--- src/rtl/rf_wb_arbiter.sv ---
// Register-file writeback arbiter: two 2-entry request buffers (ALU, load) share one registered write port.
// Optional macro RF_WB_FIXED_PRI_EN: the load buffer always wins a contest (no round-robin pointer).
module rf_wb_arbiter #(
  parameter int DW = 32,
  parameter int AW = 4
) (
  input  logic               clk,
  input  logic               rst_n,
  input  logic               alu_valid,
  output logic               alu_ready,
  input  logic [AW-1:0]      alu_reg,
  input  logic [DW-1:0]      alu_data,
  input  logic               mem_valid,
  output logic               mem_ready,
  input  logic [AW-1:0]      mem_reg,
  input  logic [DW-1:0]      mem_data,
  output logic               rf_we,
  output logic [AW-1:0]      write_reg,
  output logic [DW-1:0]      write_data,
  output logic               grant_mem,
  output logic [(1<<AW)-1:0] busy_mask
);

  typedef enum logic {SRC_ALU = 1'b0, SRC_MEM = 1'b1} src_e;

  // Per-source buffer state; index 0 = ALU, 1 = load.
  logic [AW-1:0] r_reg  [2][2];
  logic [DW-1:0] r_data [2][2];
  logic [1:0]    r_cnt  [2];
  logic [1:0]    r_rd;
  logic [1:0]    r_wr;

  logic [1:0]    w_in_valid;
  logic [AW-1:0] w_in_reg  [2];
  logic [DW-1:0] w_in_data [2];
  logic [1:0]    w_ready;
  logic [1:0]    w_push;
  logic [1:0]    w_pop;
  logic [1:0]    w_ne;
  logic          w_any;
  src_e          w_sel;
  logic          w_sel_idx;
  logic [AW-1:0] w_head_reg;
  logic [DW-1:0] w_head_data;
  logic [(1<<AW)-1:0] w_busy;

`ifndef RF_WB_FIXED_PRI_EN
  src_e r_last;
`endif

  assign w_in_valid   = {mem_valid, alu_valid};
  assign w_in_reg[0]  = alu_reg;
  assign w_in_reg[1]  = mem_reg;
  assign w_in_data[0] = alu_data;
  assign w_in_data[1] = mem_data;

  always_comb begin
    for (int unsigned s = 0; s < 2; s++) begin
      w_ready[s] = (r_cnt[s] != 2'd2);
      w_ne[s]    = (r_cnt[s] != 2'd0);
      w_push[s]  = w_in_valid[s] && w_ready[s];
    end
  end

  assign alu_ready = w_ready[0];
  assign mem_ready = w_ready[1];

  always_comb begin
    w_sel = SRC_ALU;
`ifdef RF_WB_FIXED_PRI_EN
    if (w_ne[1]) w_sel = SRC_MEM;
`else
    if (w_ne[0] && w_ne[1])
      w_sel = (r_last == SRC_MEM) ? SRC_ALU : SRC_MEM;
    else if (w_ne[1])
      w_sel = SRC_MEM;
`endif
  end

  assign w_any       = |w_ne;
  assign w_sel_idx   = (w_sel == SRC_MEM);
  assign w_pop       = {w_any && w_sel_idx, w_any && !w_sel_idx};
  assign w_head_reg  = r_reg[w_sel_idx][r_rd[w_sel_idx]];
  assign w_head_data = r_data[w_sel_idx][r_rd[w_sel_idx]];

  // Payload storage carries no reset; validity comes solely from r_cnt.
  always_ff @(posedge clk) begin
    for (int unsigned s = 0; s < 2; s++) begin
      if (w_push[s]) begin
        r_reg[s][r_wr[s]]  <= w_in_reg[s];
        r_data[s][r_wr[s]] <= w_in_data[s];
      end
    end
  end

  always_ff @(posedge clk or negedge rst_n) begin
    if (!rst_n) begin
      r_cnt[0] <= '0;
      r_cnt[1] <= '0;
      r_rd     <= '0;
      r_wr     <= '0;
    end else begin
      for (int unsigned s = 0; s < 2; s++) begin
        if (w_push[s]) r_wr[s] <= ~r_wr[s];
        if (w_pop[s])  r_rd[s] <= ~r_rd[s];
        case ({w_push[s], w_pop[s]})
          2'b10:   r_cnt[s] <= r_cnt[s] + 2'd1;
          2'b01:   r_cnt[s] <= r_cnt[s] - 2'd1;
          default: r_cnt[s] <= r_cnt[s];
        endcase
      end
    end
  end

`ifndef RF_WB_FIXED_PRI_EN
  // Reset to "load won last" so the ALU takes the first contest.
  always_ff @(posedge clk or negedge rst_n) begin
    if (!rst_n)
      r_last <= SRC_MEM;
    else if (w_ne[0] && w_ne[1])
      r_last <= w_sel;
  end
`endif

  always_ff @(posedge clk or negedge rst_n) begin
    if (!rst_n) begin
      rf_we      <= 1'b0;
      write_reg  <= '0;
      write_data <= '0;
      grant_mem  <= 1'b0;
    end else if (w_any) begin
      rf_we      <= (w_head_reg != '0);
      write_reg  <= w_head_reg;
      write_data <= w_head_data;
      grant_mem  <= w_sel_idx;
    end else begin
      rf_we      <= 1'b0;
    end
  end

  always_comb begin
    w_busy = '0;
    for (int unsigned s = 0; s < 2; s++) begin
      for (int unsigned k = 0; k < 2; k++) begin
        if ((k == 0) ? (r_cnt[s] != 2'd0) : (r_cnt[s] == 2'd2))
          w_busy[r_reg[s][r_rd[s] ^ 1'(k)]] = 1'b1;
      end
    end
    if (rf_we) w_busy[write_reg] = 1'b1;
    w_busy[0] = 1'b0;
  end

  assign busy_mask = w_busy;

endmodule

--- config.mk ---
export PLATFORM = sky130hd
export DESIGN_NAME = rf_wb_arbiter
export DESIGN_NICKNAME = d
export VERILOG_FILES = /design/src/rtl/rf_wb_arbiter.sv
export SDC_FILE = /design/constraint.sdc
export NUM_CORES = 1
export LEC_CHECK = 0
export ABC_CLOCK_PERIOD_IN_PS = 5300
export CORE_MARGIN = 8
export CORE_UTILIZATION = 52
export DETAILED_ROUTE_END_ITERATION = 10
export PLACE_DENSITY = 0.83
export SETUP_SLACK_MARGIN = 0.4
export SLEW_MARGIN = 20
export SYNTH_ARGS = -nofsm -noshare
export SYNTH_HDL_FRONTEND = slang
export SYNTH_SLANG_ARGS = --single-unit
export TNS_END_PERCENT = 50
--- constraint.sdc ---
create_clock -name clk -period 5.3 [get_ports clk]
set_clock_uncertainty 0.1 [all_clocks]
set_input_delay 1.06 -clock clk [delete_from_list [all_inputs] [get_ports clk]]
set_output_delay 1.06 -clock clk [all_outputs]
set_load 0.01 [all_outputs]
==> out/qor.yml <==
synthesis:
  synth_top_cells_by_count: "edfxtp_1, a211oi_1, nor2b_1, nand2_1, dfrtp_1"
  synth_top_area_cell: "edfxtp_1"
  synth.avg_cell_area_sq_um: 12.45
  synth-seq-cells: 191
  async_flop_share_pct: 24.61
  synth_most_common_cell: "edfxtp_1"
  synth_edf_count: 144
  yosysSeqAreaShare_pct: 62.69
  postSynthCellCount: 705
  ys.flop_type: "edfxtp_1"
  ys_types: 61
  synth_area_sq_um: 8776
  synth.area.top_cells: "edfxtp_1, dfrtp_1, a211oi_1, nor2b_1, o31ai_1"
  synthDominantCellAreaShare_pct: 49.27
  yosysWarnings: 0
  synth_fp_nets: 783
place:
  globalplace.congestion: 0.9569
  place_hpwl_um: 15950
  io_buffer_count: 130
critical_path:
  cpPeakStageDelay_ns: 0.59
  worstPathCellList: "nand2b_1 > o32ai_1 > nor4_1 > nand3_1 > clkdlybuf4s50_1"
  cpLargestDelayFamily: "simple AND/OR/NAND/NOR gates"
  critPathSlowestCell: "nand2b_1"
  critPathRequiredTime_ns: 4.14
  crit_type: "flop to primary output"
  path_max_fanout: 19
  path_buf_inv: 1
  end_kind: "primary output"
  cp.arrival_ns: 2.91
  start_kind: "flop"
floorplan:
  pin_count: 132
  die_h_um: 145.9
  initial_core_util_pct: 53.11
  fp.dieArea_sq_um: 21290
  core_sq_um: 16520
  rows: 47
  die_x_um: 145.9
sta:
  slew_viol_final: 0
  finalSetupTns_ns: 0
  worst_slew_pin_slew_ns: 0.9725
  final-hold-violation-count: 0
  finalSetupViolations: 0
  slew_headroom_pct: 35.17
  fin_crit_sh_pct: 76.84
  post-route-min-period_ns: 4.072
  rsz0062_at_grt: "no"
  fmax_mhz: 245.6
cts:
  cts_resized: 0
  path_clk_slew_ns: 0.07
  cts_made_buffers: 17
  clockBufferDepth: 2
  hold_buffers: 0
  clkLatencyLatePin_ns: 0.42
  cts_tree: "built"
  cts-root-buf: "clkbuf_16"
  postCtsSetupBuffers: 0
  htreeDepth: 4
  clock_sinks: 191
power_and_ir_drop:
  p_per_area_nw_per_um2: 587.0
  leakage_nw: 3.513
  p_total_mw: 6.263
  ir_drop_mv: 0.2834
route:
  ant_nets: 0
  drc: 0
  post_drt_wl_per_cell_um: 22.53
  viasPerCell: 6.106
  drt_iter0_drc: 573
  vias: 6314
  routed_wirelength_um: 23300
  dr.pass1.iters: 6
global_routing:
  grt_start_max_net_pins: 76
  grt_util_all_layers_pct: 21.92
  grt_pass1_wl_um: 36240
  grtUsageMet1_pct: 27.53
  grtUsageMet3_pct: 5.504
  grt.busiest_layer: "met2"
  grt.overflow.total: 0
  antenna_found_initial: 1
  grtUsageMet2_pct: 35.93
  grt_pass1_vias: 6433
finish:
  n_antenna_cell: 0
  syn2layout_area_growth_pct: 21.57
  largest_reg_flops: 128
  nFillCells: 1221
  layout.nets: 879
  multi_input_area_sq_um: 2965
  seqCellArea_sq_um: 5504
  drive_above_1_share_pct: 7.862
run:
  maxCapViolCount: 0
hold_path:
  worstHoldPathType: "flop to flop"
status:
  outcome: "finished clean"
-- report_power, final --
part / total, mW / switching, mW / internal [mW]
clock network: 1.16 / 0.540 / 0.616
registers: 2.50 / 0.370 / 2.13
logic: 2.61 / 1.49 / 1.12
total: 6.26 / 2.40 / 3.86
-- logic make-up after synthesis --
family          count (synthesis)  synth area share (%)
compound gates                166                 14.07
simple gates                  261                 16.72
xor+xnor                       11                 1.098
mux                            10                 1.283
flops                         191                 62.69
buf+inv                        63                 3.807
other cells                     1               0.04273
fa+ha+maj                       2                0.2851
-- worst paths after layout --
path | start | slack, ns | endpoint | cells past startpoint
min in group asynchronous | rst_n | 0.66 | r_cnt[3] | 2
min | write_data[21] | 0.38 | write_data[21] | 2
max reg2reg | r_cnt[2] | 2.49 | r_cnt[3] | 7
max | r_cnt[2] | 1.23 | busy_mask[11] | 5
min reg2reg | write_data[21] | 0.38 | write_data[21] | 2
max in group asynchronous | rst_n | 3.92 | r_rd[1] | 2
-- placed cells by master (no fill, tap or decap), types with 17 or more instances in the layout --
master and count:
nand2_1 62, nor2_1 20, edfxtp_1 144, clkbuf_16 17, a211oi_1 69, clkdlybuf4s50_1 129
dfrtp_1 44, nor2b_1 66, o31ai_1 33, nor3_1 17
-- routing by layer --
metal | vias to the layer above | share of wire (%)
met5 | - | 0.039
met3 | 45 | 6.3
met4 | 2 | 2.7
li1 | 2890 | -
met1 | 3106 | 42
met2 | 271 | 49
-- final cells by class --
class,instances,share of cell area (%)
clock buffers,20,4.187
clock inverters,12,0.8092
inverters,4,0.1642
multi-input cells,451,27.79
flip-flops and latches,191,51.59
well taps,220,2.580
repair buffers,136,12.88
-- stage by stage --
| stage | cells | instance area, sq um | setup WS [ns] | utilization (%) | hold slack, ns |
|---|---|---|---|---|---|
| global route | 1034 | 10670 | 1.087 | 64.56 | 0.4062 |
| CTS | 1032 | 10620 | 1.260 | 64.28 | 0.3813 |
| finish | 1034 | 10670 | 1.228 | 64.56 | 0.3815 |
| detailed placement | 1000 | 10090 | 1.725 | 61.05 | 0.3661 |
| floorplan | 705 | 8776 | 2.063 | - | 0.3604 |
| global placement | 1000 | 10090 | 1.561 | 61.05 | 0.3616 |
-- worst min-delay path, delay by kind of cell (launching register included) --
kind	cells	cell delay, ns
AOI/OAI and AO/OA	1	0.05
DFF	1	0.35
and+or+nand+nor	1	0.05
Note: power is estimated with default switching activity, not from simulation.
